**config.mk**
```make
export PLATFORM = sky130hd
export DESIGN_NAME = dvp_rgb565_capture
export DESIGN_NICKNAME = d
export VERILOG_FILES = /design/src/rtl/dvp_rgb565_capture.sv
export SDC_FILE = /design/constraint.sdc
export NUM_CORES = 1
export LEC_CHECK = 0
export CAP_MARGIN = 15
export CORE_ASPECT_RATIO = 1.4
export CORE_MARGIN = 2
export CORE_UTILIZATION = 40
export DETAILED_ROUTE_END_ITERATION = 8
export PLACE_DENSITY_LB_ADDON = 0.12
export SLEW_MARGIN = 25
export SYNTH_ARGS = -nofsm -noshare
export SYNTH_HDL_FRONTEND = slang
export SYNTH_SLANG_ARGS = --single-unit
```
**constraint.sdc**
```tcl
create_clock -name clk -period 2.45 [get_ports clk]
set_input_delay 0.49 -clock clk [delete_from_list [all_inputs] [get_ports clk]]
set_output_delay 0.49 -clock clk [all_outputs]
set_load 0.05 [all_outputs]
```
**src/rtl/dvp_rgb565_capture.sv**
```systemverilog
// dvp_rgb565_capture
//   Takes OV5640 DVP signals (vsync / href / 8-bit data, already in the clk
//   domain) and packs byte pairs into RGB565 pixels. Each pixel is tagged with
//   start-of-frame and end-of-line flags and written into a sync FIFO write port.
//   The block discards SKIP_FRAMES warm-up frames after leaving idle and checks
//   line and frame geometry. After a FIFO overflow it drops the rest of the frame.
//
// Ports
//   clk         in   system / pixel clock
//   rest        in   synchronous reset, active-high
//   en          in   capture enable, only acted on at frame boundaries
//   clear       in   1-cycle pulse, clears the sticky overflow flag
//   cam_vsync   in   DVP vsync (active level VS_POL)
//   cam_href    in   DVP line valid
//   cam_data    in   DVP byte
//   full        in   FIFO full
//   write       out  FIFO write strobe (registered)
//   write_data  out  {sof, eol, rgb565[15:0]} (registered)
//   frame_done  out  1-cycle pulse when a captured or dropped frame closes
//   frame_err   out  error status of the last finished frame
//   overflow    out  sticky: a pixel was ready while the FIFO was full
module dvp_rgb565_capture #(
  parameter int H_ACTIVE    = 640,
  parameter int V_ACTIVE    = 480,
  parameter int SKIP_FRAMES = 2,
  parameter bit VS_POL      = 1'b1
) (
  input  logic        clk,
  input  logic        rest,
  input  logic        en,
  input  logic        clear,
  input  logic        cam_vsync,
  input  logic        cam_href,
  input  logic [7:0]  cam_data,
  input  logic        full,
  output logic        write,
  output logic [17:0] write_data,
  output logic        frame_done,
  output logic        frame_err,
  output logic        overflow
);

  localparam int PW = $clog2(H_ACTIVE + 1);
  localparam int LW = $clog2(V_ACTIVE + 1);
  localparam int SW = (SKIP_FRAMES > 0) ? $clog2(SKIP_FRAMES + 1) : 1;

  localparam logic [PW-1:0] H_MAX  = PW'(H_ACTIVE);
  localparam logic [PW-1:0] H_LAST = PW'(H_ACTIVE - 1);
  localparam logic [LW-1:0] V_MAX  = LW'(V_ACTIVE);
  localparam logic [SW-1:0] S_MAX  = SW'(SKIP_FRAMES);

  typedef enum logic [1:0] {
    S_IDLE    = 2'd0,
    S_SKIP    = 2'd1,
    S_CAPTURE = 2'd2,
    S_DROP    = 2'd3
  } state_t;

  // input stage
  logic          vs_q, vs_d, vs_prev_q, vs_prev_d;
  logic          href_q, href_d, href_prev_q, href_prev_d;
  logic [7:0]    data_q, data_d;
  // packing / geometry
  logic [7:0]    hi_q, hi_d;
  logic          phase_q, phase_d;
  logic [PW-1:0] pix_cnt_q, pix_cnt_d;
  logic [LW-1:0] line_cnt_q, line_cnt_d;
  logic [SW-1:0] skip_cnt_q, skip_cnt_d;
  // control
  state_t        state_q, state_d;
  logic          err_acc_q, err_acc_d;
  logic          sof_pend_q, sof_pend_d;
  // outputs
  logic          write_q, write_d;
  logic [17:0]   write_data_q, write_data_d;
  logic          frame_done_q, frame_done_d;
  logic          frame_err_q, frame_err_d;
  logic          overflow_q, overflow_d;

  // combinational events
  logic vs_edge, href_rise, href_fall, pix_rdy, pix_ok, line_err;

  always_comb begin
    vs_d        = cam_vsync;
    vs_prev_d   = vs_q;
    href_d      = cam_href;
    href_prev_d = href_q;
    data_d      = cam_data;

    vs_edge   = (vs_q == VS_POL) && (vs_prev_q != VS_POL);
    href_rise = href_q & ~href_prev_q;
    href_fall = ~href_q & href_prev_q;
    // The byte on an href rise is always byte0, whatever phase was left over.
    pix_rdy   = href_q & ~href_rise & phase_q;
    // Excess pixels or lines are counted but never become write candidates.
    pix_ok    = pix_rdy && (pix_cnt_q < H_MAX) && (line_cnt_q < V_MAX);
    // phase_q still reflects the last byte of the line in the href fall cycle.
    line_err  = href_fall && ((pix_cnt_q != H_MAX) || phase_q);

    // byte packing
    hi_d    = hi_q;
    phase_d = phase_q;
    if (!href_q) begin
      phase_d = 1'b0;
    end else if (href_rise || !phase_q) begin
      hi_d    = data_q;
      phase_d = 1'b1;
    end else begin
      phase_d = 1'b0;
    end

    // geometry counters, saturating
    pix_cnt_d = pix_cnt_q;
    if (href_rise)
      pix_cnt_d = '0;
    else if (pix_rdy && (pix_cnt_q != '1))
      pix_cnt_d = pix_cnt_q + 1'b1;

    line_cnt_d = line_cnt_q;
    if (vs_edge)
      line_cnt_d = '0;
    else if (href_fall && (line_cnt_q != '1))
      line_cnt_d = line_cnt_q + 1'b1;

    // FSM defaults
    state_d      = state_q;
    skip_cnt_d   = skip_cnt_q;
    err_acc_d    = err_acc_q;
    sof_pend_d   = sof_pend_q;
    write_d      = 1'b0;
    write_data_d = write_data_q;
    frame_done_d = 1'b0;
    frame_err_d  = frame_err_q;
    overflow_d   = clear ? 1'b0 : overflow_q;

    case (state_q)
      S_IDLE: begin
        if (vs_edge && en) begin
          if (SKIP_FRAMES == 0) begin
            state_d    = S_CAPTURE;
            err_acc_d  = 1'b0;
            sof_pend_d = 1'b1;
          end else begin
            state_d    = S_SKIP;
            skip_cnt_d = SW'(1);
          end
        end
      end

      S_SKIP: begin
        if (vs_edge) begin
          if (!en) begin
            state_d = S_IDLE;
          end else if (skip_cnt_q >= S_MAX) begin
            state_d    = S_CAPTURE;
            err_acc_d  = 1'b0;
            sof_pend_d = 1'b1;
          end else if (skip_cnt_q != '1) begin
            skip_cnt_d = skip_cnt_q + 1'b1;
          end
        end
      end

      S_CAPTURE: begin
        if (vs_edge) begin
          // The boundary closes the current frame and opens the next one.
          frame_done_d = 1'b1;
          frame_err_d  = err_acc_q | line_err | (line_cnt_q != V_MAX);
          err_acc_d    = 1'b0;
          sof_pend_d   = 1'b1;
          state_d      = en ? S_CAPTURE : S_IDLE;
        end else begin
          if (line_err)
            err_acc_d = 1'b1;
          if (pix_ok) begin
            if (full) begin
              // This pixel is lost, and the rest of the frame is abandoned.
              overflow_d = 1'b1;
              err_acc_d  = 1'b1;
              state_d    = S_DROP;
            end else begin
              write_d      = 1'b1;
              write_data_d = {sof_pend_q, (pix_cnt_q == H_LAST), hi_q, data_q};
              sof_pend_d   = 1'b0;
            end
          end
        end
      end

      S_DROP: begin
        if (vs_edge) begin
          frame_done_d = 1'b1;
          frame_err_d  = 1'b1;
          err_acc_d    = 1'b0;
          sof_pend_d   = 1'b1;
          state_d      = en ? S_CAPTURE : S_IDLE;
        end
      end

      default: state_d = S_IDLE;
    endcase
  end

  always_ff @(posedge clk) begin
    if (rest) begin
      vs_q         <= 1'b0;
      vs_prev_q    <= 1'b0;
      href_q       <= 1'b0;
      href_prev_q  <= 1'b0;
      data_q       <= '0;
      hi_q         <= '0;
      phase_q      <= 1'b0;
      pix_cnt_q    <= '0;
      line_cnt_q   <= '0;
      skip_cnt_q   <= '0;
      state_q      <= S_IDLE;
      err_acc_q    <= 1'b0;
      sof_pend_q   <= 1'b0;
      write_q      <= 1'b0;
      write_data_q <= '0;
      frame_done_q <= 1'b0;
      frame_err_q  <= 1'b0;
      overflow_q   <= 1'b0;
    end else begin
      vs_q         <= vs_d;
      vs_prev_q    <= vs_prev_d;
      href_q       <= href_d;
      href_prev_q  <= href_prev_d;
      data_q       <= data_d;
      hi_q         <= hi_d;
      phase_q      <= phase_d;
      pix_cnt_q    <= pix_cnt_d;
      line_cnt_q   <= line_cnt_d;
      skip_cnt_q   <= skip_cnt_d;
      state_q      <= state_d;
      err_acc_q    <= err_acc_d;
      sof_pend_q   <= sof_pend_d;
      write_q      <= write_d;
      write_data_q <= write_data_d;
      frame_done_q <= frame_done_d;
      frame_err_q  <= frame_err_d;
      overflow_q   <= overflow_d;
    end
  end

  assign write      = write_q;
  assign write_data = write_data_q;
  assign frame_done = frame_done_q;
  assign frame_err  = frame_err_q;
  assign overflow   = overflow_q;

endmodule

```
==> results_dict.tcl, run 1 <==
set metrics [dict create \
    setup_tns_ns 0 \
    reg2reg_slack_ns 0.67 \
    cp_max_fo 2 \
    port_buffers 36 \
    use_met3 0.02604 \
    holdWs_ns 0.4564 \
    tightestPinTransition_ns 0.5118 \
    syn_area_mm2 0.002892 \
    cp-end-kind "primary output" \
    die_y_um 104.6 \
    crit_family "buffers and inverters" \
    antennaDiodeCount 0 \
    p_total_mw 2.158 \
    antenna_found_initial 0 \
    ff2ff_path_depth 8 \
    die_width_um 75.86 \
    placementRows 36 \
    cts_inserted_buffers 9 \
    grtUsageMet2 0.2814 \
    final_util 0.5075 \
    hold_class "reg2reg" \
    cts_sinks 68 \
    drive_gt1_frac 0.08378 \
    ys_ff_latch 68 \
    required_ns 1.96 \
    slowest_delay_ns 0.81 \
    area.growth.synth_to_final_pct 22.54 \
    p_per_area_mw_per_mm2 609.1 \
    dp.cells 449 \
    setup_ws_ns 0.4685 \
    post-place-ws_ns 0.5547 \
    synth_seq_area_share 0.4708 \
    wirelength_mm 5.998 \
    reg2reg_to "line_cnt_q[7]$_SDFFE_PP0P_" \
    clockBufferDepth 2 \
    finalMaxSlewViolations 0 \
    grt_pass1_wl_mm 10.23 \
    p_leak_nw 1.219 \
    grt_max_degree 36 \
    cp_slowest_cell "clkdlybuf4s50_1" \
    hold_buffers 0 \
    path_depth 1 \
    drtPass1Iterations 4 \
    clock.fmax_mhz 504.7 \
    fin_nets 387 \
    postRouteAntennaNets 0 \
    status "finished clean" \
    final_cells 465 \
    skew_ns 0.006411 \
    netlist_instances 327 \
    fin_crit_sh 0.8088 \
    slew-limit-headroom 0.6577 \
    finalInstanceArea_mm2 0.003543 \
    dpl-instance-area_mm2 0.003341 \
    fp.coreArea_mm2 0.006982 \
    synth_fp_nets 349 \
    hpwlAfterDp_mm 4.275 \
    boundaryPins 37 \
    post_drt_wl_per_cell_um 12.90 \
    fin_crit_ns 1.982 \
    hold_viol_final 0 \
    fill_cells 695 \
    crit_end "write_data[2]" \
    critical_path_arrival_ns 1.49 \
    grt_overflow 0 \
    gp_congestion 0.8375 \
    crit_buf_inv 1 \
    path_class "reg2out" \
    path_cells "clkdlybuf4s50_1" \
    yosys_warnings 0 \
    cts-root-buf "clkbuf_8" \
    vias 2305 \
    r2r_start "line_cnt_q[0]$_SDFFE_PP0P_" \
    grt_usage 0.1686 \
    vias_per_cell 4.957 \
    maxCapViolCount 0 \
    cts_repair_resize_count 0 \
    ir_worst_vdd_uv 284.5 \
    clkTransAtPathRegs_ns 0.08 \
    drtIter0Drc 70 \
    grt_pass1_vias 2187 \
    syn_area_per_cell_um2 8.843 \
    fp.dieArea_mm2 0.007934 \
    start_kind "flop" \
    worstSkewPairLatency_ns 0.34 \
    start_util 0.4142 \
    grt_use_met1 0.2006 \
    setup_viol 0 \
    busiest_layer "met2" \
    cts_tree "done" \
    rsz0062_at_grt "false" \
    postCtsSetupBuffers 0 \
    yosysUniqueCellTypes 47 \
    crit_path_start "write_data[2]$_SDFFE_PP0P_" \
    htree_levels 3 \
    drc 0 \
]
-- layout by cell type (no fill, tap or decap), types with 4 or more instances in the layout --
master	n
nand2b_1	4
mux2i_1	20
inv_1	11
nor3_1	7
or3_1	4
xor2_1	6
dfxtp_1	68
nor2b_1	14
nand2_1	62
and3_1	5
ha_1	7
clkbuf_8	10
clkdlybuf4s50_1	36
o21ai_0	7
nand3_1	12
nor2_1	19
a21oi_1	19
buf_4	7
-- sequential cells by signal, summed over array words and instances, names as in the netlist, 2 cells and up --
signal and cells:
state_q 2, hi_q 8, line_cnt_q 9, skip_cnt_q 2, pix_cnt_q 10, data_q 8, write_data 18
-- Yosys cell counts, drive strengths merged --
cell,number,share of area
a211oi,3,0.0078
a21o,1,0.0026
a21oi,19,0.033
a311oi,1,0.0030
a31oi,3,0.0065
a32oi,1,0.0030
and2,2,0.0043
and3,5,0.011
and4,3,0.0091
buf,4,0.015
clkbuf,12,0.016
dfxtp,68,0.47
ha,7,0.030
inv,12,0.016
mux2i,20,0.069
nand2,62,0.080
nand2b,4,0.0087
nand3,13,0.024
nand3b,2,0.0052
nand4,4,0.011
nor2,19,0.025
nor2b,14,0.030
nor3,8,0.016
nor3b,2,0.0069
nor4,3,0.0065
nor4b,3,0.0091
nor4bb,1,0.0035
o211ai,1,0.0026
o21a,2,0.0052
o21ai,7,0.012
o31ai,3,0.0078
or2,3,0.0065
or3,5,0.013
or4,2,0.0065
xnor2,2,0.0061
xor2,6,0.018
-- logic make-up (layout without fill, tap and decap cells) --
family | count (synthesis) | after routing | share of synthesized area
adders and majority gates | 7 | 7 | 0.03029
buffers and inverters | 28 | 71 | 0.04630
xor gates and xnor gates | 8 | 8 | 0.02423
AOI/OAI and AO/OA | 41 | 41 | 0.08351
muxes | 20 | 20 | 0.06923
and+or+nand+nor | 155 | 155 | 0.2756
DFF | 68 | 68 | 0.4708
-- cell type report --
type	instances	area (µm²)	area share
timing repair buffer	43	412.9	0.1165
multi-input combinational	231	1403	0.3958
sequential	68	1361	0.3842
inverter	12	45.04	0.01271
tap	95	118.9	0.03355
clock buffer	11	141.4	0.03990
clock inverter	5	61.31	0.01730
-- routing by layer --
metal	vias up	share of wire
met4	0	0.025
li1	1189	-
met5	-	0
met1	1066	0.43
met3	13	0.030
met2	37	0.52
-- tightest hold or removal path: stages (launching register included) --
cell and delay (ns):
dfxtp_1 0.31, nand2_1 0.05, mux2i_1 0.05
-- where the power goes --
part	switching [mW]	internal, mW
combinational	0.0519	0.0437
clock	0.427	0.499
sequential	0.0149	1.12
-- how the worst min path moves through the flow --
stage                                from                           to  depth (start not counted)
3_5_place_dp   write_data[7]$_SDFFE_PP0P_   write_data[7]$_SDFFE_PP0P_                          2
3_3_place_gp   write_data[3]$_SDFFE_PP0P_   write_data[3]$_SDFFE_PP0P_                          2
2_1_floorplan        data_q[0]$_SDFF_PP0_         hi_q[0]$_SDFFE_PP0P_                          2
5_1_grt              hi_q[6]$_SDFFE_PP0P_  write_data[14]$_SDFFE_PP0P_                          2
4_1_cts        write_data[7]$_SDFFE_PP0P_   write_data[7]$_SDFFE_PP0P_                          2
6_report       write_data[7]$_SDFFE_PP0P_   write_data[7]$_SDFFE_PP0P_                          2
Note: power is estimated with default switching activity, not from simulation.
==> run 2: changes to the inputs <==
- clock period: 2.45 -> 1.8 ns (I/O delays scaled with it)
==> run 2 against run 1 <==
  * Worst hold slack gained 0.0017 ns
  * Register-to-register slack worse by 0.55 ns
  * Sequential share of layout area decreased by 1.2 points
  * First-iteration DRC count decreased by 4.3%
  * Final cell count up 3.9%
  * Via count rose by 3.7%
  * Total power is 37% higher
  * Sequential power is 35% higher
  * Count of clock-buffer cells in the layout decreased by 1
  * Clock skew grew 0.0041 ns
  * Highest routed layer unchanged
==> results_dict.tcl, run 2 (synthesis gave the netlist of run 1 again) <==
set metrics [dict create \
    hold_class "reg2reg" \
    final_common_cell "dfxtp_1" \
    start_kind "flop" \
    die_y_um 104.6 \
    layout_common_cells "dfxtp_1, nand2_1, buf_4" \
    grt_max_degree 26 \
    finalMaxSlewViolations 0 \
    cts_tree "done" \
    htree_levels 3 \
    fin_crit_ns 1.678 \
    cts_inserted_buffers 9 \
    cp_max_fo 5 \
    drtPass1Iterations 4 \
    r2r_start "line_cnt_q[5]$_SDFFE_PP0P_" \
    grt_pass1_wl_mm 10.27 \
    antenna_found_initial 0 \
    postRouteAntennaNets 0 \
    ff2ff_path_depth 8 \
    p_total_mw 2.949 \
    p_comb_frac 0.050 \
    p_int_mw 2.273 \
    reg2reg_slack_ns 0.12 \
    largest_reg_flops 18 \
    drc 0 \
    cp-end-kind "flop" \
    drtIter0Drc 67 \
    finalInstanceArea_mm2 0.003671 \
    grt_usage 0.1693 \
    maxCapViolCount 0 \
    path_class "reg2reg" \
    fin_nets 405 \
    hold_depth 2 \
    fin_crit_sh 0.9320 \
    boundaryPins 37 \
    p_leak_nw 1.362 \
    grt_overflow 0 \
    clockBufferDepth 2 \
    drive_gt1_frac 0.2036 \
    fill_cells 695 \
    ir_worst_vdd_uv 445.2 \
    hpwlAfterDp_mm 4.560 \
    reg2reg_to "line_cnt_q[7]$_SDFFE_PP0P_" \
    critical_path_arrival_ns 1.90 \
    placementRows 36 \
    cts-root-buf "clkbuf_8" \
    port_buffers 36 \
    skew_ns 0.01052 \
    min_to "write_data[5]$_SDFFE_PP0P_" \
    status "finished clean" \
    holdCritStartpoint "write_data[5]$_SDFFE_PP0P_" \
    p_per_area_mw_per_mm2 803.3 \
    vias_per_cell 4.948 \
    post_drt_wl_per_cell_um 12.94 \
    seqPwrFrac 0.524 \
    required_ns 2.02 \
    hold_buffers 0 \
    wirelength_mm 6.250 \
    grt_pass1_vias 2324 \
    clock.fmax_mhz 596.1 \
    vias 2390 \
    setup_tns_ns 0 \
    switching_share 0.2291 \
    p_clk_frac 0.426 \
    slew-limit-headroom 0.6629 \
    fp.coreArea_mm2 0.006982 \
    area.growth.synth_to_final_pct 26.96 \
    fp.dieArea_mm2 0.007934 \
    seqCellArea_mm2 0.001365 \
    p_switching_mw 0.6756 \
    dpl-instance-area_mm2 0.003415 \
    multiInputGateArea_mm2 0.001419 \
    gp_congestion 0.8188 \
    rsz0062_at_grt "false" \
    worstSkewPairLatency_ns 0.34 \
    tightestPinTransition_ns 0.4986 \
    setup_viol 0 \
    clkTransAtPathRegs_ns 0.07 \
    cts_sinks 68 \
    antennaDiodeCount 0 \
    start_util 0.4142 \
    hold_viol_final 0 \
    die_width_um 75.86 \
]
run 2: cell count changes in the layout (fill, tap and decap cells not counted), sizes merged:
cell and delta:
clkdlybuf4s50 -22, clkinvlp -1, clkinv +2, buf +40, clkbuf -1
run 2: final cells by class:
type | instances | share of cell area
Multi-Input combinational cell | 231 | 0.3865
Timing Repair Buffer | 61 | 0.1421
Clock buffer | 10 | 0.03749
Inverter | 12 | 0.01227
Tap cell | 95 | 0.03238
Clock inverter | 6 | 0.01738
Sequential cell | 68 | 0.3718
run 2: power groups by stage:
stage / sequential [mW] / combinational, mW / clock (mW)
2_1_floorplan: 1.57 / 0.0837 / 0
5_1_grt: 1.55 / 0.165 / 1.37
3_3_place_gp: 1.58 / 0.145 / 0
4_1_cts: 1.54 / 0.146 / 1.29
3_5_place_dp: 1.58 / 0.145 / 0
6_report: 1.54 / 0.149 / 1.26
run 2: timing repair:
action / CTS / global route
buffers inserted: 0 / 4
setup endpoints to repair: 0 / 7
gates resized for setup: 0 / 9
run 2: how the worst max path moves through the flow:
stage / startpoint / end / slack (ns) / cells past startpoint
6_report: line_cnt_q[5]$_SDFFE_PP0P_ / line_cnt_q[7]$_SDFFE_PP0P_ / 0.12 / 8
3_5_place_dp: full / err_acc_q$_SDFFE_PP0P_ / 0.02 / 5
2_1_floorplan: line_cnt_q[0]$_SDFFE_PP0P_ / line_cnt_q[7]$_SDFFE_PP0P_ / 0.06 / 7
3_3_place_gp: full / err_acc_q$_SDFFE_PP0P_ / 0.07 / 5
5_1_grt: line_cnt_q[5]$_SDFFE_PP0P_ / line_cnt_q[7]$_SDFFE_PP0P_ / 0.006 / 8
4_1_cts: line_cnt_q[4]$_SDFFE_PP0P_ / line_cnt_q[4]$_SDFFE_PP0P_ / 0.02 / 8
run 2: routing by layer:
metal / GRT usage / up-vias / wire length (µm)
met2: 0.2986 / 37 / 3347
met3: 0.05304 / 9 / 185
li1: - / 1231 / -
met4: 0.05890 / 0 / 103
met5: 0 / - / 0
met1: 0.1823 / 1113 / 2614
run 2: metrics by stage:
stage          worst slack, ns  hold slack (ns)  utilization  std cells
5_1_grt               0.005645           0.4771       0.5258        483
4_1_cts                0.01657           0.4597       0.5179        478
2_1_floorplan          0.06459           0.4321            -        327
3_3_place_gp           0.06890           0.4432       0.4891        462
3_5_place_dp           0.02097           0.4473       0.4891        462
6_report                0.1223           0.4582       0.5258        483
run 2: worst max-delay path, cell delays in order (launching register included):
cell     delay, ns
dfxtp_2       0.33
and4_4        0.19
and4_1        0.20
ha_2          0.18
nor3b_4       0.22
buf_6         0.14
nand4_1       0.11
xor2_1        0.14
nor2_1        0.05
